File: src/rtl/uart_rx_byte.sv
// uart_rx_byte
// ------------
// 8N1 UART receiver. It samples LSB first at the middle of each bit.
// Bit timing comes from a counter of CLKS_PER_BIT clocks per bit.
// The received byte feeds the hex-to-digit converter downstream:
//   data_out   -> hex_in
//   data_valid -> en
//
// Optional build macro UART_RX_PARITY_EN adds one even-parity bit between
// the data bits and the stop bit.
//
// Parameters:
//   CLKS_PER_BIT  clk cycles per serial bit (legal 4..65535)
//
// Ports:
//   clk         system clock
//   reset       synchronous, active-high reset
//   rx          asynchronous serial input, idle high
//   data_out    last correctly framed byte, held until the next good byte
//   data_valid  one-cycle pulse when data_out updates
//   frame_err   one-cycle pulse when the stop bit samples low
//   parity_err  one-cycle pulse on parity mismatch (constant 0 without parity)
//   busy        high whenever the receiver is not idle
module uart_rx_byte #(
  parameter int unsigned CLKS_PER_BIT = 434
) (
  input  logic       clk,
  input  logic       reset,
  input  logic       rx,
  output logic [7:0] data_out,
  output logic       data_valid,
  output logic       frame_err,
  output logic       parity_err,
  output logic       busy
);

  localparam int unsigned HALF  = CLKS_PER_BIT / 2;
  localparam int unsigned CNT_W = $clog2(CLKS_PER_BIT) + 1;
  localparam logic [CNT_W-1:0] HALF_LAST = CNT_W'(HALF - 1);
  localparam logic [CNT_W-1:0] BIT_LAST  = CNT_W'(CLKS_PER_BIT - 1);

  typedef enum logic [2:0] {
    S_IDLE,
    S_START,
    S_DATA,
    S_PARITY,
    S_STOP
  } state_t;

  state_t           state_q, state_d;
  logic             rx_meta_q, rx_s_q;
  logic [CNT_W-1:0] cnt_q, cnt_d;
  logic [2:0]       bit_idx_q, bit_idx_d;
  logic [7:0]       shift_q, shift_d;
  logic [7:0]       data_out_q, data_out_d;
  logic             data_valid_q, data_valid_d;
  logic             frame_err_q, frame_err_d;
  logic             busy_q, busy_d;
  // Armed only after rx_s has been seen high in IDLE. A held-low line
  // (break) therefore cannot start a new frame after a framing error.
  logic             armed_q, armed_d;
  logic             par_mismatch;
`ifdef UART_RX_PARITY_EN
  logic             par_bit_q, par_bit_d;
  logic             parity_err_q, parity_err_d;
`endif

`ifdef UART_RX_PARITY_EN
  // Even parity: the received parity bit must equal the XOR of the data.
  assign par_mismatch = (^shift_q) != par_bit_q;
`else
  assign par_mismatch = 1'b0;
`endif

  always_comb begin
    state_d      = state_q;
    cnt_d        = cnt_q;
    bit_idx_d    = bit_idx_q;
    shift_d      = shift_q;
    data_out_d   = data_out_q;
    data_valid_d = 1'b0;
    frame_err_d  = 1'b0;
    armed_d      = armed_q;
`ifdef UART_RX_PARITY_EN
    par_bit_d    = par_bit_q;
    parity_err_d = 1'b0;
`endif
    case (state_q)
      S_IDLE: begin
        cnt_d = '0;
        if (rx_s_q) begin
          armed_d = 1'b1;
        end else if (armed_q) begin
          state_d = S_START;
          armed_d = 1'b0;
        end
      end
      S_START: begin
        if (cnt_q == HALF_LAST) begin
          cnt_d = '0;
          if (!rx_s_q) begin
            state_d   = S_DATA;
            bit_idx_d = 3'd0;
          end else begin
            // The start bit was not low at mid-bit: treat it as a glitch.
            state_d = S_IDLE;
          end
        end else begin
          cnt_d = cnt_q + CNT_W'(1);
        end
      end
      S_DATA: begin
        if (cnt_q == BIT_LAST) begin
          cnt_d              = '0;
          shift_d[bit_idx_q] = rx_s_q;
          if (bit_idx_q == 3'd7) begin
`ifdef UART_RX_PARITY_EN
            state_d = S_PARITY;
`else
            state_d = S_STOP;
`endif
          end else begin
            bit_idx_d = bit_idx_q + 3'd1;
          end
        end else begin
          cnt_d = cnt_q + CNT_W'(1);
        end
      end
`ifdef UART_RX_PARITY_EN
      S_PARITY: begin
        if (cnt_q == BIT_LAST) begin
          cnt_d     = '0;
          par_bit_d = rx_s_q;
          state_d   = S_STOP;
        end else begin
          cnt_d = cnt_q + CNT_W'(1);
        end
      end
`endif
      S_STOP: begin
        if (cnt_q == BIT_LAST) begin
          // Return to IDLE at mid-stop-bit so that a back-to-back start
          // bit is still caught.
          cnt_d   = '0;
          state_d = S_IDLE;
          if (!rx_s_q) begin
            frame_err_d = 1'b1;
          end else if (par_mismatch) begin
`ifdef UART_RX_PARITY_EN
            parity_err_d = 1'b1;
`endif
          end else begin
            data_out_d   = shift_q;
            data_valid_d = 1'b1;
          end
        end else begin
          cnt_d = cnt_q + CNT_W'(1);
        end
      end
      default: begin
        cnt_d   = '0;
        state_d = S_IDLE;
      end
    endcase
    busy_d = (state_d != S_IDLE);
  end

  always_ff @(posedge clk) begin
    if (reset) begin
      rx_meta_q    <= 1'b1;
      rx_s_q       <= 1'b1;
      state_q      <= S_IDLE;
      cnt_q        <= '0;
      bit_idx_q    <= 3'd0;
      shift_q      <= 8'h00;
      data_out_q   <= 8'h00;
      data_valid_q <= 1'b0;
      frame_err_q  <= 1'b0;
      busy_q       <= 1'b0;
      armed_q      <= 1'b0;
`ifdef UART_RX_PARITY_EN
      par_bit_q    <= 1'b0;
      parity_err_q <= 1'b0;
`endif
    end else begin
      rx_meta_q    <= rx;
      rx_s_q       <= rx_meta_q;
      state_q      <= state_d;
      cnt_q        <= cnt_d;
      bit_idx_q    <= bit_idx_d;
      shift_q      <= shift_d;
      data_out_q   <= data_out_d;
      data_valid_q <= data_valid_d;
      frame_err_q  <= frame_err_d;
      busy_q       <= busy_d;
      armed_q      <= armed_d;
`ifdef UART_RX_PARITY_EN
      par_bit_q    <= par_bit_d;
      parity_err_q <= parity_err_d;
`endif
    end
  end

  assign data_out   = data_out_q;
  assign data_valid = data_valid_q;
  assign frame_err  = frame_err_q;
  assign busy       = busy_q;
`ifdef UART_RX_PARITY_EN
  assign parity_err = parity_err_q;
`else
  assign parity_err = 1'b0;
`endif

endmodule
File: config.mk
export PLATFORM = sky130hd
export DESIGN_NAME = uart_rx_byte
export DESIGN_NICKNAME = d
export VERILOG_FILES = /design/src/rtl/uart_rx_byte.sv
export SDC_FILE = /design/constraint.sdc
export NUM_CORES = 1
export LEC_CHECK = 0
export ABC_AREA = 0
export ABC_CLOCK_PERIOD_IN_PS = 2800
export BUFFER_PORTS_ARGS = -buffer_cell sky130_fd_sc_hd__buf_2
export CORE_ASPECT_RATIO = 0.5
export CORE_MARGIN = 2
export CORE_UTILIZATION = 50
export CTS_BUF_LIST = sky130_fd_sc_hd__clkbuf_2
export DETAILED_ROUTE_END_ITERATION = 16
export GPL_TIMING_DRIVEN = 1
export PLACE_DENSITY = 0.73
export SLEW_MARGIN = 20
export SYNTH_ARGS = -nofsm -noshare
export SYNTH_HDL_FRONTEND = slang
export SYNTH_SLANG_ARGS = --single-unit
File: constraint.sdc
create_clock -name clk -period 2.8 [get_ports clk]
set_input_delay 0.28 -clock clk [delete_from_list [all_inputs] [get_ports clk]]
set_output_delay 0.28 -clock clk [all_outputs]
set_load 0.01 [all_outputs]
==> results of run 1 <==
[kinds of logic after synthesis]
kind of cell             synth area share [%]
AND/OR/NAND/NOR                          26.4
flip-flops                               45.1
AO/OA/AOI/OAI                            7.42
multiplexers                             10.1
buffers and inverters                    3.34
XOR/XNOR                                 3.64
adder cells (fa/ha/maj)                  3.71
other                                   0.223
[worst max-delay path, stage by stage, from the launching register on]
cell     delay (ns)
dfxtp_1        0.45
ha_1           0.17
and3_1         0.16
and3_2         0.25
nand4_1        0.51
mux2i_1        0.33
nor2_1         0.07
[report_power, final]
group / leakage (uW) / total (uW) / internal [uW] / switching [uW]
clock: 0.0000532 / 431 / 242 / 190
sequential: 0.000307 / 549 / 545 / 3.92
combinational: 0.000442 / 16.7 / 5.55 / 11.2
total: 0.000802 / 997 / 793 / 205
[cells in the mapped netlist (2+ instances only)]
master     n
o21ai_0    4
and2_1     2
nor3_1     2
nand4b_1   3
dfxtp_1   38
ha_1       5
inv_1      4
nor3_2     2
a21oi_1    7
and4bb_2   2
buf_2      3
nand2_1    7
nor2_1    36
xor2_1     6
mux2i_1   17
clkbuf_1   5
nand4_1    3
nand3b_1   2
or2_2      2
nor3b_1    3
nand3_1    6
[worst max path at each step]
| stage | from | cells after the start | slack (ns) | endpoint |
|---|---|---|---|---|
| global placement | cnt_q[0] | 6 | 0.87 | data_out[7] |
| finish | cnt_q[0] | 6 | 0.78 | data_out[6] |
| detailed placement | cnt_q[0] | 6 | 0.75 | data_out[6] |
| floorplan | cnt_q[1] | 8 | 1.14 | data_out[3] |
| CTS | cnt_q[0] | 6 | 0.73 | data_out[6] |
| global route | cnt_q[0] | 6 | 0.59 | data_out[6] |
[area by class of cell]
cell class	count	area [um2]	area share [%]
Clock buffer	5	25.0	1.35
Clock inverter	3	68.8	3.71
Inverter	4	15.0	0.810
Multi-Input combinational cell	128	868	46.9
Sequential cell	38	761	41.1
Tap cell	40	50.0	2.70
Timing Repair Buffer	13	65.1	3.51
[routing by layer]
| metal | part of all wire (%) | GRT usage (%) |
|---|---|---|
| met1 | 48 | 21.0 |
| met2 | 46 | 28.5 |
| met4 | 1.6 | 7.62 |
| met3 | 4.3 | 6.03 |
| met5 | 0 | 0 |
[state kept, by name, indices dropped and copies added, names as in the netlist]
register    flops
rx_s_q          1
bit_idx_q       3
shift_q         8
busy            1
data_valid      1
rx_meta_q       1
cnt_q          10
state_q         3
frame_err       1
armed_q         1
data_out        8
[through the flow]
stage          instances  utilization, %  instance area [um2]  hold slack [ns]  worst slack, ns
5_1_grt              231            59.8                 1850           0.0380            0.587
3_5_place_dp         223            56.7                 1760            0.394            0.749
6_report             231            59.8                 1850           0.0573            0.783
2_1_floorplan        179               -                 1690            0.384             1.14
4_1_cts              231            59.8                 1850           0.0340            0.734
3_3_place_gp         223            56.7                 1760            0.392            0.875
==> impl_results.md, run 1 <==
* GP Congestion at 0.898
* DRT iter0 DRCs at 58
* Share of cells above drive strength 1 at 17.8%
* Area leader, netlist: dfxtp_1
* Die ar. at 0.00388 mm2
* CTS buffer count at 5
* Setup crit start kind: register
* Headroom to the max-slew limit at between 50% and 60%
* # resized after CTS at 0
* Detailed-route vias per instance at 5.43
* Seq/Total Area, Yosys at 45.1%
* H-Tree Depth at 2
* Top post-synthesis cells by area: dfxtp_1, mux2i_1, nor2_1
* # nets final at roughly 200
* Final Slew Violations at 0
* Pwr Total at 997 uW
* Critical path data required time at 3.11 ns
* Total grt overflow at 0
* Final period utilization at 72.0%
* Main synth FF type: dfxtp_1
* CTS Hold Bufs at 0
* Endpoints failing hold at 0
* Syn. warnings at 0
* Die X at about 86 um
* TritonRoute pass-1 iters at 5
* Overall Global Routing Usage at 17.3%
* Clk_lat worst skew at 0.40 ns
* Maximum vdd drop at 0.220 mV
* PwrDens at 538 mW/mm2
* # diodes at 0
* Critical path class: reg -> reg
* Area share of the largest cell type after synthesis at 45.1%
* Setup TNS at 0 ns
* Synth unique cells at 41
* CTS max path bufs at 2
* First-pass GRT wire length at 5130 um
* Initial Util at between 50 and 60%
* Number of global-route vias before repair at 1138
* Worst Tran Pin Value at 0.615 ns
* HP Start: rx
* CTS tree: done
* Post-DP HPWL at 2000 um
* Hold EP: rx_meta_q
* Worst reg-to-reg setup slack at 0.78 ns
* Port Buffer Count at 13
* Flops & latches, synth at 38
* Final setup fails at 0
* Post-DR wirelength/cell at 12.6 um
* Mean Syn Cell Area at 9.42 um2
* Clk slew on worst S/H paths at around 0.21 ns
* Core Footprint at 0.00310 mm2
* Commonest non-fill, non-tap cell in the layout: dfxtp_1
* Asr flop ratio synth at 0%
* Fill count at 271
* Reg2reg end: data_out[6]
* CTS root buf: clkbuf_2
* # rows at 14
* Die Ht at 45.1 um
* Outcome: completed
* DRC at 0
* Mapped Nets at 187
* Vias at 1254
* CP endpoint kind: register
* Ports at 15
* Synthesized netlist cell count at 179
* Critical path data arrival time at ~2.3 ns
* Clk_skew at 0.0245 ns
* MaxCap Viol Count at 0
* Min-Delay Path Class: in -> reg
* Min cycle time layout at 2.02 ns
* Largest net degree at the start of global routing at 27
* Leak at 0.000802 uW
* Crit Path Max Fanout at 9
* R2r worst-path depth at 6
* RSZ-0062 raised after global routing: false
* Clock sink count at 38
* # Post-CTS Setup Buffers at 0
* Most frequent cells in the layout: dfxtp_1, nor2_1, mux2i_1, buf_2
* Detailed Route WL at just under 3000 um
* Hold path cells at 2
* FMAX at ~500 MHz
* Synth Cell Area at 0.00169 mm2
* RR Startpoint: cnt_q[0]
* Initial antenna violation count at 0
* Post-synth EDFFs at 0
* Area delta synth->final at 9.95%
* ANT nets after route at 0
Power figures use the tool's default switching activity.
==> run 2, diff against run 1 <==
- ABC_AREA: 0 -> 1
- ABC_CLOCK_PERIOD_IN_PS: 2800 -> 1820
- PLACE_DENSITY: 0.73 -> 0.75
- clock period: 2.8 -> 1.82 ns (I/O delays scaled with it)
==> run 2 against run 1 <==
  * Global-route usage is 1.4 points higher
  * Clock skew is 0.014 ns lower
  * Via count is 21% higher
  * Fmax is 26% higher
  * Sequential share of layout area is 1.5 points lower
  * Total power is 56% higher
  * Final area is 4.1% higher
  * Clock power is 58% higher
  * Non-clock buffer count is 4 higher
  * Final cell count is 27% higher
  * Critical path type unchanged
==> impl_results.md, run 2 <==
* Post-Synth Simple-Gate Area at roughly a third
* Commonest non-fill, non-tap cell in the layout: nor2_1
* Synth Area in Compound Gates at 5.93%
* Slowest CP cell: dfxtp_1
* Setup crit start kind: register
* Clk_skew at 0.0101 ns
* Initial antenna violation count at 0
* Worst Tran Pin Value at ~0.54 ns
* Clk slew on worst S/H paths at around 0.21 ns
* Most frequent cells in the layout: nor2_1, nand2_1, dfxtp_1, inv_1, nand3_1
* Clock sink count at 38
* CTS tree: done
* Adder-cell share of the synthesized area at 3.62%
* TritonRoute pass-1 iters at 4
* Post-synth top cells: nand2_1, nor2_1, dfxtp_1
* CP Cell Sequence: inv_1 > ha_1 > nand2_1 > nor2_1 > inv_1 > nor2_1 > nand2_2 > buf_4 > nor3_1 > nor2_1
* DRC at 0
* Syn. warnings at 0
* Synth Cell Area at 0.00173 mm2
* Number of global-route vias before repair at 1330
* Endpoints failing hold at 0
* Post-DP HPWL at 2540 um
* Seq/Total Area, Yosys at a little over two fifths
* DRT iter0 DRCs at 79
* Setup TNS at 0 ns
* Die X at between 80 and 90 um
* FMAX at approximately 620 MHz
* Synthesized netlist cell count at 234
* Final setup fails at 0
* Area leader, netlist: dfxtp_1
* Asr flop ratio synth at 0%
* Post-Layout Cell Count at roughly 290
* CTS root buf: clkbuf_2
* PwrDens at 808 mW/mm2
* Headroom to the max-slew limit at 63.8%
* DP Cell Count at around 280
* Critical path data arrival time at 1.95 ns
* Detailed Route WL at 3460 um
* Min cycle time layout at between 1.5 and 2 ns
* Flops & latches, synth at 38
* Mean Syn Cell Area at 7.39 um2
* Initial Util at a little over 50%
* Hold path cells at 2
* Worst stage delay on the critical path at 0.37 ns
* Synth unique cells at 25
* Outcome: completed
* CTS max path bufs at 2
* Clk_lat worst skew at 0.42 ns
* Critical path class: reg -> reg
* CP endpoint kind: register
* Crit Path Max Fanout at 6
* Total grt overflow at 0
* Top post-synthesis cells by area: dfxtp_1, nand2_1, nor2_1
* Post-synth EDFFs at 0
* Ports at 15
* Area share of the largest cell type after synthesis at 44.0%
* GP Congestion at between 0.8 and 0.9
* MaxCap Viol Count at 0
* ANT nets after route at 0
* Critical path's most frequent cell: nor2_1
* H-Tree Depth at 2
* CTS buffer count at 5
* Vias at 1512
* Core Footprint at 0.00338 mm2
* Largest Register: cnt_q
* Mapped Nets at 242
* # diodes at 0
* Post-DR wirelength/cell at 11.8 um
* R2r worst-path depth at 10
* Leak at 0.000858 uW
* Area delta synth->final at 11.5%
* Overall Global Routing Usage at 18.7%
* Port Buffer Count at 13
* # Post-CTS Setup Buffers at 0
* Critical path data required time at about 2.2 ns
* Final period utilization at 88.2%
* # rows at 15
* Final Slew Violations at 0
* First-pass GRT wire length at around 5600 um
* Largest net degree at the start of global routing at 17
* Largest family of logic cells by synthesized area: simple AND/OR/NAND/NOR gates
* Min-Delay Path Class: in -> reg
* Mux cell area share after synthesis at 0%
* # nets final at 258
* RSZ-0062 raised after global routing: false
* Fill count at between 300 and 400
* Share of cells above drive strength 1 at 14.3%
* Main synth FF type: dfxtp_1
* Max reg flops at 10
* Die ar. at ~0.0040 mm2
* Die Ht at 45.6 um
* XOR/XNOR Fraction of Synth Area at 4.05%
* Detailed-route vias per instance at ~5.2
* Maximum vdd drop at 0.414 mV
[run 2: final timing paths]
| check | from | slack [ns] | end |
|---|---|---|---|
| setup / recovery | cnt_q[1] | 0.22 | data_out[7] |
| hold / removal | reset | 0.09 | shift_q[2] |
| setup reg to reg | cnt_q[1] | 0.22 | data_out[7] |
| hold reg to reg | rx_meta_q | 0.46 | rx_s_q |
[run 2: layout make-up]
class,instances,area [um2],share of cell area [%]
clock buffers,5,25.0,1.30
clock inverters,3,68.8,3.57
well taps,42,52.6,2.73
repair buffers,17,97.6,5.06
multi-input cells,165,836,43.3
inverters,23,86.3,4.48
flip-flops and latches,38,762,39.5
[run 2: repair_timing]
item                                    in CTS  in global routing
endpoints found under the setup margin       0                  8
hold buffers                                 1                  0
endpoints found under the hold margin        1                  0
gates resized for setup                      0                  3
[run 2: metal layers]
layer  vias up  part of all wire (%)  track usage (%)  wire (um)
li1        786                     -                -          -
met1       678                    48             23.6       1650
met2        33                    45             30.4       1550
met3        15                   4.0             5.07        137
met4         0                   3.2             9.54        112
met5         -                     0                0          0
[run 2: per-stage QoR]
step | utilization, % | power, uW | area [um2] | hold WS, ns | setup WS (ns)
floorplan | - | 884 | 1730 | 0.259 | 0.391
detailed placement | 53.7 | 890 | 1820 | 0.372 | 0.123
global placement | 53.7 | 889 | 1820 | 0.373 | 0.232
global route | 57.1 | 1590 | 1930 | 0.0749 | 0.0112
CTS | 56.8 | 1560 | 1920 | 0.0796 | 0.0869
finish | 57.1 | 1560 | 1930 | 0.0867 | 0.215
[run 2: power breakdown]
group          total, uW  internal (uW)  switching, uW  leakage [uW]
clock                682            372            310     0.0000532
combinational       33.6           10.5           23.1      0.000498
sequential           842            840           2.96      0.000307
[run 2: cells by family after synthesis]
logic type / Yosys count
AOI/OAI and AO/OA: 20
xor gates and xnor gates: 8
adders and majority gates: 5
buffers and inverters: 31
DFF: 38
other: 1
and+or+nand+nor: 131
[run 2: critical path, delay by kind of cell (launching register included)]
family | cells | cell delay, ns
adders and majority gates | 1 | 0.19
buffers and inverters | 3 | 0.33
DFF | 1 | 0.37
and+or+nand+nor | 6 | 0.66
==> run 3, diff against run 2 <==
- ABC_CLOCK_PERIOD_IN_PS: 1820 -> 1800
- CTS_CLUSTER_SIZE: not set -> 20
- PLACE_DENSITY: 0.75 -> 0.73
- clock period: 1.82 -> 1.8 ns (I/O delays scaled with it)
==> run 3 against run 2 <==
  * Via count rose by 1.5%
  * Total power fell by 8.4%
  * Critical path depth did not move
  * Worst hold slack improved by 0.018 ns
  * Largest cell class unchanged
  * Sequential cell count did not move
  * Count of clock-buffer cells in the layout did not move
  * Fmax fell by 0.14%
  * Utilization fell by 0.48 points
  * Register-to-register slack got worse by 0.02 ns
  * Largest power group unchanged
  * Critical path type unchanged
  * Non-clock buffer count rose by 1
==> impl_results.md, run 3 (same netlist as run 2, synthesis figures left out) <==
* Clock sink count at 38
* Outcome: completed
* Number of global-route vias before repair at 1307
* # rows at 15
* Most frequent cells in the layout: nor2_1, nand2_1, dfxtp_1, inv_1, nand3_1
* Critical path data arrival time at 1.93 ns
* Pint at 1090 uW
* Seq pwr share at 59.7%
* Headroom to the max-slew limit at 63.5%
* ANT nets after route at 0
* CP endpoint kind: register
* Share of cells above drive strength 1 at 14.7%
* DRC at 0
* Post-Layout Cell Count at 294
* Final period utilization at 89.3%
* Clk slew on worst S/H paths at 0.21 ns
* CTS buffer count at 5
* Setup ws final at about 0.19 ns
* Port Buffer Count at 13
* Final setup fails at 0
* Crit Path Max Fanout at 4
* Post-DP HPWL at 2480 um
* Post-DR wirelength/cell at between 10 and 15 um
* Critical path class: reg -> reg
* Final Slew Violations at 0
* Largest Register: cnt_q
* Sw Share at 23.4%
* Fill count at 321
* Die X at 87.2 um
* Total grt overflow at 0
* Storage cell area at 762 um2
* Area delta synth->final at 10.6%
* Critical path's most frequent cell: nor2_1
* DRT iter0 DRCs at 72
* CTS max path bufs at 2
* Clk_lat worst skew at about 0.40 ns
* Setup TNS at 0 ns
* Ports at 15
* Detailed Route WL at 3420 um
* # diodes at 0
* Overall Global Routing Usage at 18.4%
* Slowest CP cell: dfxtp_1
* Worst hold slack at 0.105 ns
* Post-place setup slack at between 0.07 and 0.08 ns
* Setup crit start kind: register
* Critical path data required time at 2.13 ns
* PwrDens at 746 mW/mm2
* Vias at 1534
* Worst stage delay on the critical path at 0.37 ns
* CP Cell Sequence: inv_1 > ha_1 > nand2_1 > nor2_1 > inv_1 > nor2_1 > nand2_2 > buf_4 > nor3_1 > nor2_1
* Endpoints failing hold at 0
* CTS root buf: clkbuf_2
* Power share of the clock group at between 30% and 40%
* MaxCap Viol Count at 0
* Commonest non-fill, non-tap cell in the layout: nor2_1
* CTS tree: done
* Leak at 0.000845 uW
* Maximum vdd drop at around 0.36 mV
* TritonRoute pass-1 iters at 6
* Max reg flops at 10
* FMAX at 622 MHz
* Core Footprint at 0.00338 mm2
* DP Cell Count at 284
* Initial Util at 51.2%
* Multi-input logic area at 836 um2
* RSZ-0062 raised after global routing: false
* First-pass GRT wire length at 5460 um
* # nets final at 259
* Worst Tran Pin Value at 0.546 ns
* H-Tree Depth at 2
* Min-Delay Path Class: in -> reg
* Die Ht at 45.6 um
* Clk_skew at 0.0149 ns
* Largest net degree at the start of global routing at 17
* Detailed-route vias per instance at roughly 5.2
* GP Congestion at 0.783
* Initial antenna violation count at 0
* Min cycle time layout at 1.61 ns
* Die ar. at 0.00397 mm2
* Sw power at 334 uW
* Pwr Total at about 1400 uW
* Combinational share of power at 2.4%
run 3: changes by cell type in the layout (fill, tap and decap cells not counted), sizes merged:
cell	before	now
buf	16	17
bufinv	2	1
clkinv	2	1
clkinvlp	0	2
run 3: final timing paths:
path	from	endpoint	slack (ns)	cells past startpoint
max	cnt_q[1]	data_out[0]	0.19	10
max reg2reg	cnt_q[1]	data_out[0]	0.19	10
min reg2reg	cnt_q[0]	cnt_q[0]	0.46	1
min	reset	shift_q[5]	0.10	2
run 3: metal layers:
metal / global-route usage [%] / share of wire, % / up-vias
li1: - / - / 784
met1: 21.3 / 47 / 703
met2: 33.1 / 47 / 39
met3: 6.52 / 5.5 / 8
met4: 5.23 / 1.1 / 0
met5: 0 / 0 / -
run 3: what timing repair did:
action,4_1_cts,5_1_grt
setup buffers,0,1
hold endpoints to repair,1,0
resized for setup,0,3
endpoints found under the setup margin,0,8
hold buffers,1,0
run 3: final cells by class:
cell class	count	area share, %
clock buffers	5	1.31
repair buffers	18	5.50
multi-input cells	165	43.7
flip-flops and latches	38	39.9
well taps	42	2.75
inverters	23	4.52
clock inverters	3	2.36
run 3: power groups by stage:
| stage | combinational (uW) | sequential (uW) | clock, uW |
|---|---|---|---|
| 5_1_grt | 38.1 | 853 | 583 |
| 3_5_place_dp | 32.4 | 868 | 0 |
| 2_1_floorplan | 25.7 | 868 | 0 |
| 6_report | 34.4 | 852 | 541 |
| 4_1_cts | 34.1 | 852 | 547 |
| 3_3_place_gp | 31.4 | 868 | 0 |
run 3: worst max-delay path: cells and delay by family (launching register included):
family | cells | cell delay, ns
buf+inv | 3 | 0.29
simple gates | 6 | 0.68
fa+ha+maj | 1 | 0.19
flops | 1 | 0.37
run 3: metrics by stage:
stage                     util, %  instance area [um2]
after floorplan                 -                 1730
after global placement       53.7                 1820
after detailed placement     53.7                 1820
after CTS                    56.1                 1900
after global routing         56.6                 1910
final                        56.6                 1910
